===== config.mk =====
export PLATFORM = sky130hd
export DESIGN_NAME = alu_md_flat
export DESIGN_NICKNAME = d
export VERILOG_FILES = /design/src/rtl/alu_md_if.sv /design/src/rtl/alu_md.sv /design/src/flat_wrapper.sv
export SDC_FILE = /design/constraint.sdc
export NUM_CORES = 2
export LEC_CHECK = 0
export BUFFER_PORTS_ARGS = -buffer_cell sky130_fd_sc_hd__buf_4
export CAP_MARGIN = 10
export CORE_ASPECT_RATIO = 0.5
export CORE_MARGIN = 2
export CORE_UTILIZATION = 45
export CTS_BUF_LIST = sky130_fd_sc_hd__clkbuf_8
export DETAILED_ROUTE_END_ITERATION = 8
export PLACE_DENSITY = 0.73
export SYNTH_ARGS = -nofsm -noshare
export SYNTH_HDL_FRONTEND = slang
export SYNTH_SLANG_ARGS = --single-unit

===== constraint.sdc =====
create_clock -name clk -period 10.9 [get_ports clk]
set_clock_uncertainty 0.2 [all_clocks]
set_input_delay 0.545 -clock clk [delete_from_list [all_inputs] [get_ports clk]]
set_output_delay 0.545 -clock clk [all_outputs]
set_load 0.02 [all_outputs]

===== src/rtl/alu_md_if.sv =====
// Request/response bundle for alu_md: handshake, operands, result and the HI/LO view.
interface alu_md_if #(
    parameter int WIDTH = 32
);
    logic             in_valid;
    logic             in_ready;
    logic [4:0]       sel;
    logic [WIDTH-1:0] op1;
    logic [WIDTH-1:0] op2;
    logic             out_valid;
    logic [WIDTH-1:0] result;
    logic             zero;
    logic [WIDTH-1:0] hi;
    logic [WIDTH-1:0] lo;

    modport master (
        output in_valid, sel, op1, op2,
        input  in_ready, out_valid, result, zero, hi, lo
    );
    modport slave (
        input  in_valid, sel, op1, op2,
        output in_ready, out_valid, result, zero, hi, lo
    );
endinterface


===== src/rtl/alu_md.sv =====
// MIPS-style ALU with HI/LO multiply/divide unit: single-cycle ALU ops,
// iterative (one bit per cycle) shift-add multiply and restoring divide.
module alu_md #(
    parameter int WIDTH = 32,
    parameter int SHW   = $clog2(WIDTH)
) (
    input logic     clk,
    input logic     reset,
    alu_md_if.slave io
);
    localparam logic [0:0] IDLE = 1'b0;
    localparam logic [0:0] BUSY = 1'b1;

    logic [0:0]         state_q, state_d;
    logic [SHW:0]       cnt_q, cnt_d;
    logic [2*WIDTH-1:0] acc_q, acc_d;
    logic [WIDTH-1:0]   b_q, b_d;
    logic [WIDTH-1:0]   a_q, a_d;
    logic               is_div_q, is_div_d;
    logic               neg_q, neg_d;
    logic               rneg_q, rneg_d;
    logic [WIDTH-1:0]   hi_q, hi_d;
    logic [WIDTH-1:0]   lo_q, lo_d;
    logic [WIDTH-1:0]   result_q, result_d;
    logic               out_valid_q, out_valid_d;

    logic [SHW-1:0]     sh;
    logic [WIDTH-1:0]   alu_r;
    logic [WIDTH:0]     madd, dtrial;
    logic [2*WIDTH-1:0] step, prod;
    logic [WIDTH-1:0]   quo, rem;
    logic               sgn;

    assign sh = io.op1[SHW-1:0];

    always_comb begin
        alu_r = '0;
        case (io.sel[3:0])
            4'd0:  alu_r = WIDTH'(!io.op1[WIDTH-1]);
            4'd1:  alu_r = WIDTH'(io.op1[WIDTH-1]);
            4'd2:  alu_r = io.op1 + io.op2;
            4'd3:  alu_r = io.op1 - io.op2;
            4'd4:  alu_r = io.op1 & io.op2;
            4'd5:  alu_r = io.op1 | io.op2;
            4'd6:  alu_r = io.op1 ^ io.op2;
            4'd7:  alu_r = ~(io.op1 | io.op2);
            4'd8:  alu_r = io.op2 >> sh;
            4'd9:  alu_r = $unsigned($signed(io.op2) >>> sh);
            4'd10: alu_r = io.op2 << sh;
            4'd11: alu_r = WIDTH'(io.op1 == io.op2);
            4'd12: alu_r = WIDTH'($signed(io.op1) < $signed(io.op2));
            4'd13: alu_r = WIDTH'(io.op1 < io.op2);
            4'd14: alu_r = WIDTH'(!io.op1[WIDTH-1] && (|io.op1));
            4'd15: alu_r = WIDTH'(io.op1[WIDTH-1] || !(|io.op1));
        endcase
    end

    // acc holds {partial, multiplier} for mult and {remainder, dividend} for div;
    // both units work on magnitudes and fix signs on the last iteration.
    always_comb begin
        madd   = {1'b0, acc_q[2*WIDTH-1:WIDTH]} + (acc_q[0] ? {1'b0, b_q} : '0);
        dtrial = {acc_q[2*WIDTH-1:WIDTH], acc_q[WIDTH-1]} - {1'b0, b_q};
        if (is_div_q)
            step = dtrial[WIDTH] ? {acc_q[2*WIDTH-2:0], 1'b0}
                                 : {dtrial[WIDTH-1:0], acc_q[WIDTH-2:0], 1'b1};
        else
            step = {madd, acc_q[WIDTH-1:1]};
        prod = neg_q ? -step : step;
        quo  = neg_q ? -step[WIDTH-1:0] : step[WIDTH-1:0];
        rem  = rneg_q ? -step[2*WIDTH-1:WIDTH] : step[2*WIDTH-1:WIDTH];
    end

    always_comb begin
        state_d     = state_q;
        cnt_d       = cnt_q;
        acc_d       = acc_q;
        b_d         = b_q;
        a_d         = a_q;
        is_div_d    = is_div_q;
        neg_d       = neg_q;
        rneg_d      = rneg_q;
        hi_d        = hi_q;
        lo_d        = lo_q;
        result_d    = result_q;
        out_valid_d = 1'b0;
        sgn         = ~io.sel[0];

        if (state_q == IDLE) begin
            if (io.in_valid) begin
                if (io.sel[4:2] == 3'b100) begin
                    state_d  = BUSY;
                    cnt_d    = '0;
                    is_div_d = io.sel[1];
                    a_d      = io.op1;
                    acc_d    = {{WIDTH{1'b0}}, (sgn && io.op1[WIDTH-1]) ? -io.op1 : io.op1};
                    b_d      = (sgn && io.op2[WIDTH-1]) ? -io.op2 : io.op2;
                    neg_d    = sgn && (io.op1[WIDTH-1] ^ io.op2[WIDTH-1]);
                    rneg_d   = sgn && io.op1[WIDTH-1];
                end else begin
                    out_valid_d = 1'b1;
                    result_d    = '0;
                    if (!io.sel[4])
                        result_d = alu_r;
                    else if (io.sel[4:2] == 3'b101) begin
                        case (io.sel[1:0])
                            2'd0: result_d = hi_q;
                            2'd1: result_d = lo_q;
                            2'd2: hi_d = io.op1;
                            2'd3: lo_d = io.op1;
                        endcase
                    end
                end
            end
        end else begin
            acc_d = step;
            cnt_d = cnt_q + 1'b1;
            if (cnt_q == (SHW+1)'(WIDTH-1)) begin
                state_d     = IDLE;
                cnt_d       = '0;
                out_valid_d = 1'b1;
                if (!is_div_q) begin
                    hi_d = prod[2*WIDTH-1:WIDTH];
                    lo_d = prod[WIDTH-1:0];
                end else if (b_q == '0) begin
                    hi_d = a_q;
                    lo_d = '1;
                end else begin
                    hi_d = rem;
                    lo_d = quo;
                end
                result_d = lo_d;
            end
        end
    end

    always_ff @(posedge clk or negedge reset) begin
        if (!reset) begin
            state_q     <= IDLE;
            cnt_q       <= '0;
            acc_q       <= '0;
            b_q         <= '0;
            a_q         <= '0;
            is_div_q    <= 1'b0;
            neg_q       <= 1'b0;
            rneg_q      <= 1'b0;
            hi_q        <= '0;
            lo_q        <= '0;
            result_q    <= '0;
            out_valid_q <= 1'b0;
        end else begin
            state_q     <= state_d;
            cnt_q       <= cnt_d;
            acc_q       <= acc_d;
            b_q         <= b_d;
            a_q         <= a_d;
            is_div_q    <= is_div_d;
            neg_q       <= neg_d;
            rneg_q      <= rneg_d;
            hi_q        <= hi_d;
            lo_q        <= lo_d;
            result_q    <= result_d;
            out_valid_q <= out_valid_d;
        end
    end

    assign io.in_ready  = (state_q == IDLE);
    assign io.out_valid = out_valid_q;
    assign io.result    = result_q;
    assign io.zero      = (result_q == '0);
    assign io.hi        = hi_q;
    assign io.lo        = lo_q;
endmodule


===== src/flat_wrapper.sv =====
// flat-port wrapper written by rule: the top's interface ports become plain ports
module alu_md_flat 
#(
    parameter int WIDTH = 32,
    parameter int SHW   = $clog2(WIDTH)
)
  (clk, reset, io_in_valid, io_sel, io_op1, io_op2, io_in_ready, io_out_valid, io_result, io_zero, io_hi, io_lo);
  alu_md_if #(.WIDTH(WIDTH)) io_i ();
  input logic clk;
  input logic reset;
  input wire logic [$bits(io_i.in_valid)-1:0] io_in_valid;
  input wire logic [$bits(io_i.sel)-1:0] io_sel;
  input wire logic [$bits(io_i.op1)-1:0] io_op1;
  input wire logic [$bits(io_i.op2)-1:0] io_op2;
  output wire logic [$bits(io_i.in_ready)-1:0] io_in_ready;
  output wire logic [$bits(io_i.out_valid)-1:0] io_out_valid;
  output wire logic [$bits(io_i.result)-1:0] io_result;
  output wire logic [$bits(io_i.zero)-1:0] io_zero;
  output wire logic [$bits(io_i.hi)-1:0] io_hi;
  output wire logic [$bits(io_i.lo)-1:0] io_lo;
  assign io_i.in_valid = io_in_valid;
  assign io_i.sel = io_sel;
  assign io_i.op1 = io_op1;
  assign io_i.op2 = io_op2;
  assign io_in_ready = io_i.in_ready;
  assign io_out_valid = io_i.out_valid;
  assign io_result = io_i.result;
  assign io_zero = io_i.zero;
  assign io_hi = io_i.hi;
  assign io_lo = io_i.lo;
  alu_md #(.WIDTH(WIDTH), .SHW(SHW)) u_core (.clk(clk), .reset(reset), .io(io_i));
endmodule

### Word-level counts from Yosys, hierarchy flattened

Index checks and enable logic that the tools add are counted.

| word-level totals | value |
|---|---|
| bits in registers | 235 |
| input port bits | 72 |
| output and inout port bits | 99 |

| cells by class | value |
|---|---|
| $add $sub $neg | 10 |
| magnitude comparators | 2 |
| equal/unequal tests | 24 |
| shifts and indexed selects | 3 |
| multiplexer cells | 48 |
| bitwise gates (word level) | 7 |
| reduce and logical (&&, ||, !) cells | 23 |

Operators by type and width:

| cell | count |
|---|---|
| 32-bit 2-to-1 mux | 28 |
| 32-bit one-hot mux with 16 select lines | 1 |
| 64-bit 2-to-1 mux | 6 |
| 32-bit negation | 4 |
| 32-bit zero test | 2 |
| 32-bit < comparator | 2 |
| 64-bit negation | 1 |
| 32-bit one-hot mux with 2 select lines | 1 |
| 32-bit by 33-bit adder with 33-bit output | 1 |
| 33-bit by 32-bit subtractor with 33-bit output | 1 |
| 32-bit adder | 1 |
| 32-bit bitwise AND | 1 |
| 32-bit equality test | 1 |
| 4-bit equality test (second input constant) | 8 |
| 32-bit NOT | 1 |
| 32-bit OR | 1 |
| 32-bit OR reduction | 1 |
| 32-bit by 5-bit << shifter with 32-bit output | 1 |
| 32-bit by 5-bit right shift with 32-bit output | 1 |
| 32-bit by 5-bit >>> shifter with 32-bit output | 1 |
| 32-bit subtractor | 1 |
| 32-bit bitwise XOR | 1 |
| 6-bit 2-to-1 mux | 4 |
| 4-bit by 3-bit equality test with 1-bit output (second input constant) | 4 |
| 21 further kinds | 43 |

### Logic depth before layout (Yosys ltp)

| logic depth | value |
|---|---|
| depth in word-level cells | 9 |
| depth in mapped cells | 26 |

### Least setup slack after synthesis

OpenSTA, ideal clock, no wires.

| timing path | value |
|---|---|
| path kind | input port to flip-flop |
| from | input io_op1[2] |
| to | register u_core.result_q[31], in the netlist u_core.io.result[31] |
| data arrival time | 5047 ps |
| data required time | 10582 ps |
| path slack | 5535 ps |
| stages | 20 |
| buffers on the path | 4 |
| cells stage by stage | clkbuf_1 > inv_1 > buf_1 > clkbuf_1 > buf_1 > ha_1 > inv_1 > a21oi_1 > o21bai_1 > a221oi_1 > nor2_1 > o41ai_1 > or3_1 > a21oi_1 > o41ai_1 > o21ai_0 > xnor2_1 > a221oi_1 > o21ai_0 > a21o_1 |

| on the way | value |
|---|---|
| word-level cells in the longest chain between the ends | 6 |
| elaborated cells on any way between the ends | 10 |

RTL lines:

| element | line | RTL |
|---|---|---|
| from (decl) | flat_wrapper.sv:13 | `input wire logic [$bits(io_i.op1)-1:0] io_op1;` |
| 32-bit subtractor (tied with other cells) | alu_md.sv:42 | `4'd3: alu_r = io.op1 - io.op2;` |
| 32-bit one-hot mux with 16 select lines * | alu_md.sv:38 | `case (io.sel[3:0])` |
| 32-bit 2-to-1 mux * | alu_md.sv:102 | `if (!io.sel[4])` |
| 32-bit 2-to-1 mux * | alu_md.sv:90 | `if (io.sel[4:2] == 3'b100) begin` |
| 32-bit 2-to-1 mux * | alu_md.sv:89 | `if (io.in_valid) begin` |
| 32-bit 2-to-1 mux * | alu_md.sv:88 | `if (state_q == IDLE) begin` |
| to (signal assigned) | alu_md.sv:161 | `result_q <= result_d;` |
| to (decl) | alu_md.sv:24 | `logic [WIDTH-1:0] result_q, result_d;` |

Every way passes the cells marked *; elsewhere a longest branch is shown, timed or not. The select of a mux whose other input is x is not followed.
A chain may end at the register's enable or synchronous reset.

### Worst setup path in the final report

| timing path | value |
|---|---|
| from | register u_core.acc_q[31] |
| to | register u_core.hi_q[2], in the netlist u_core.io.hi[2] |

| on the way | value |
|---|---|
| word-level cells in the longest chain between the ends | 9 |
| elaborated cells on any way between the ends | 11 |

RTL lines:

| element | line | RTL |
|---|---|---|
| from (decl) | alu_md.sv:16 | `logic [2*WIDTH-1:0] acc_q, acc_d;` |
| from (signal assigned) | alu_md.sv:140 | `acc_q <= '0;` |
| from (signal assigned) | alu_md.sv:153 | `acc_q <= acc_d;` |
| 33-bit by 32-bit subtractor with 33-bit output | alu_md.sv:62 | `dtrial = {acc_q[2*WIDTH-1:WIDTH], acc_q[WIDTH-1]} - {1'b0, b_q};` |
| 64-bit 2-to-1 mux | alu_md.sv:64 | `step = dtrial[WIDTH] ? {acc_q[2*WIDTH-2:0], 1'b0}` |
| 64-bit 2-to-1 mux * | alu_md.sv:63 | `if (is_div_q)` |
| 32-bit negation | alu_md.sv:70 | `rem = rneg_q ? -step[2*WIDTH-1:WIDTH] : step[2*WIDTH-1:WIDTH];` |
| 32-bit 2-to-1 mux | alu_md.sv:70 |  |
| 32-bit 2-to-1 mux | alu_md.sv:124 | `end else if (b_q == '0) begin` |
| 32-bit 2-to-1 mux * | alu_md.sv:121 | `if (!is_div_q) begin` |
| 32-bit 2-to-1 mux * | alu_md.sv:117 | `if (cnt_q == (SHW+1)'(WIDTH-1)) begin` |
| 32-bit 2-to-1 mux * | alu_md.sv:88 |  |
| to (signal assigned) | alu_md.sv:159 | `hi_q <= hi_d;` |
| to (decl) | alu_md.sv:22 | `logic [WIDTH-1:0] hi_q, hi_d;` |

Marked as above.

==> results.sh <==
export IMPL_status="finished, final reports clean"
export IMPL_syn_inst=3741
export IMPL_ys_seq_elements=235
export IMPL_crit_top_cell="nand2b_1"
export IMPL_clkLatencyLatePin_ns=0.63
export IMPL_syn_avg_cell_area_um2=7.343
export IMPL_cp_data_arrival_time_ns=7.34
export IMPL_area_delta_synth_final_pct=9.748
export IMPL_maxCapViolCount=0
export IMPL_route_detailed_drc=0
export IMPL_cts_buffers=42
export IMPL_nNetsFinal=3982
export IMPL_num_vias=32396
export IMPL_regArea_mm2=0.005888
export IMPL_grt_start_max_net_pins=108
export IMPL_min_path_type="in2reg"
export IMPL_critPathBufInv=1
export IMPL_root_buffer="clkbuf_8"
export IMPL_slew_headroom_pct=10.48
export IMPL_firstDrtPassIters=7
export IMPL_multiInputGateArea_mm2=0.02000
export IMPL_post_cts_buffers=0
export IMPL_worstSetupPathType="reg2reg"
export IMPL_htreeDepth=2
export IMPL_p_leak_nw=12.86
export IMPL_critPathTopFamily="simple AND/OR/NAND/NOR gates"
export IMPL_overflow=0
export IMPL_clock_fmax_mhz=143.1
export IMPL_timing_setup_tns_ns=0
export IMPL_synth_warnings=0
export IMPL_dpl_hpwl_mm=100.0
export IMPL_worstSetupStartpointType="flip-flop"
export IMPL_num_rows=63
export IMPL_yosys_top_cells_area="dfrtp_1 21%, o21ai_0 8.9%, ha_1 7.5%"
export IMPL_ys_types=102
export IMPL_final_max_slew_viol_count=0
export IMPL_cts_max_path_buffers=3
export IMPL_fillers=5890
export IMPL_grt_pass1_vias=29313
export IMPL_yosysTopAreaCell="dfrtp_1"
export IMPL_drt_iter0_drc=5874
export IMPL_viasPerCell=7.055
export IMPL_cts_hold_fix_buffers=1
export IMPL_endpoint_kind="flip-flop"
export IMPL_drive_above_1_share_pct=11.08
export IMPL_grt_setup_unrepaired="no"
export IMPL_dieArea_mm2=0.06315
export IMPL_path_cells="inv_1, ha_1, fa_1, nand2b_1, a21o_1, a21oi_4, a211oi_4, nor4_4, or3_1, nand3_4, nand2_1, a21boi_0, ha_1, nand4_1, nand2b_1, nand2b_1, o21ai_0, xor2_1, nor2_1, a21oi_1, mux2i_1, a21oi_1"
export IMPL_syn_cell_area_mm2=0.02747
export IMPL_synth_top_cell_area_share_pct=21.41
export IMPL_grt_pass1_wl_mm=193.1
export IMPL_clkTransAtPathRegs_ns=0.06
export IMPL_routed_wl_mm=132.2
export IMPL_path_max_fanout=26
export IMPL_final_setup_viol_count=0
export IMPL_initial_core_util_pct=45.97
export IMPL_ys_seq_area_share_pct=21.41
export IMPL_cts_resized_gates=0
export IMPL_route_detailed_wl_per_inst_um=28.78
export IMPL_ys_async_sr_fraction_pct=100.0
export IMPL_crit_path_top_delay_cell="or3_1"
export IMPL_hold_viol_final=0
export IMPL_core_mm2=0.05975
export IMPL_finalPower_w=0.008237
export IMPL_pin_count=171
export IMPL_clock_sinks=235
export IMPL_antenna_found_initial=10
export IMPL_peakVddDrop_mv=0.1442
export IMPL_syn_nets=3982
export IMPL_die_height_um=178.7
export IMPL_p_per_area_mw_per_mm2=273.2
export IMPL_cts_tree="yes"
export IMPL_die_x_um=353.4
export IMPL_synth_edf_count=0
export IMPL_post_route_min_period_ns=6.988
export IMPL_place_gp_congestion=1.175
export IMPL_portBuffers=170
export IMPL_slowest_delay_ns=0.55
export IMPL_finalCritPeriodShare_pct=64.11
export IMPL_required_ns=11.25
export IMPL_grt_use_total_pct=40.40
export IMPL_synth_flop_cell="dfrtp_1"
export IMPL_drtAntennaViolNets=0
export IMPL_tightest_slew_ns=1.333
[state kept, by name (all words and copies together) (netlist names)]
register,cells
u_core.acc_q,64
u_core.state_q,1
u_core.cnt_q,6
u_core.b_q,32
u_core.is_div_q,1
u_core.a_q,32
u_core.io.out_valid,1
u_core.io.result,32
u_core.rneg_q,1
u_core.io.lo,32
u_core.io.hi,32
u_core.neg_q,1
[final timing paths]
kind,startpoint,to,slack (ns),depth (start not counted)
max in group asynchronous,reset,u_core.io.lo[14],8.65,3
setup / recovery,u_core.acc_q[31],u_core.io.hi[2],3.91,22
hold reg to reg,u_core.a_q[12],u_core.a_q[12],0.28,2
setup reg to reg,u_core.acc_q[31],u_core.io.hi[2],3.91,22
min in group asynchronous,reset,u_core.a_q[0],0.35,2
hold / removal,io_op1[22],u_core.io.lo[22],0.1,3
[power by group]
part | switching (W) | internal (W)
logic | 0.00358 | 0.00197
clock network | 0.000432 | 0.000527
registers | 0.000523 | 0.00121
[tightest hold or removal path: stages]
cell     delay (ns)
buf_4          0.11
o21ai_0        0.09
o21ai_0        0.14
[per-layer routing]
layer	part of all wire (%)	up-vias	track usage [%]
met2	40	2623	58.70
li1	-	13765	-
met4	6.4	4	21.67
met5	0.023	-	0
met1	38	15473	52.23
met3	16	531	14.74
[cell families (layout without fill, tap and decap cells)]
kind of cell	Yosys count	in the layout	synth area share (%)
flops	235	235	21.41
other cells	0	6	0
xor+xnor	178	178	5.676
simple gates	1191	1191	20.01
buf+inv	431	464	6.063
fa+ha+maj	169	169	7.807
compound gates	1383	1383	32.54
mux	154	154	6.500
[layout by cell type, fill, tap and decap left out, types with 40 or more instances in the layout]
master and count:
nor3_1 80, a21oi_1 261, a211oi_1 47, o211ai_1 40, xnor2_1 126, buf_4 217, ha_1 165, and2_1 52
o21ai_0 489, o31ai_1 67, dfrtp_1 233, mux2_2 55, a21o_1 54, clkbuf_8 55, xor2_1 52, nand2_1 437
nor2_1 317, mux2i_1 85, a31oi_1 44, nand3_1 62, inv_1 174, a221oi_1 41
[final cells by class]
type | instances | area share (%)
diodes | 6 | 0.04980
well taps | 812 | 3.370
flip-flops and latches | 235 | 19.53
inverters | 168 | 2.092
multi-input cells | 3075 | 66.33
clock buffers | 55 | 2.511
clock inverters | 22 | 0.6309
repair buffers | 219 | 5.487
[cell usage after synthesis, drive strengths merged, types with 19 or more instances]
cell type,n
a211oi,48
a21o,54
a21oi,266
a221o,21
a221oi,41
a22o,24
a22oi,19
a31oi,46
and2,53
and3,24
buf,58
clkbuf,205
dfrtp,235
ha,165
inv,164
mux2,55
mux2i,85
nand2,438
nand2b,36
nand3,64
nand4,31
nor2,320
nor3,86
nor4,34
o211ai,41
o21a,21
o21ai,493
o21bai,21
o221ai,19
o22ai,29
o31ai,68
or3,36
xnor2,126
xor2,52
[per-stage QoR]
stage	setup slack, ns	cells	utilization, %	hold slack (ns)	area, um2
2_1_floorplan	5.535	3741	-	0.04941	27470
3_3_place_gp	4.479	4508	48.83	0.2582	29170
3_5_place_dp	4.256	4508	48.83	0.2696	29170
4_1_cts	4.232	4586	50.43	0.08984	30130
5_1_grt	3.616	4586	50.43	0.1249	30130
6_report	3.912	4592	50.45	0.09747	30150
(Power assumes the default switching activity.)
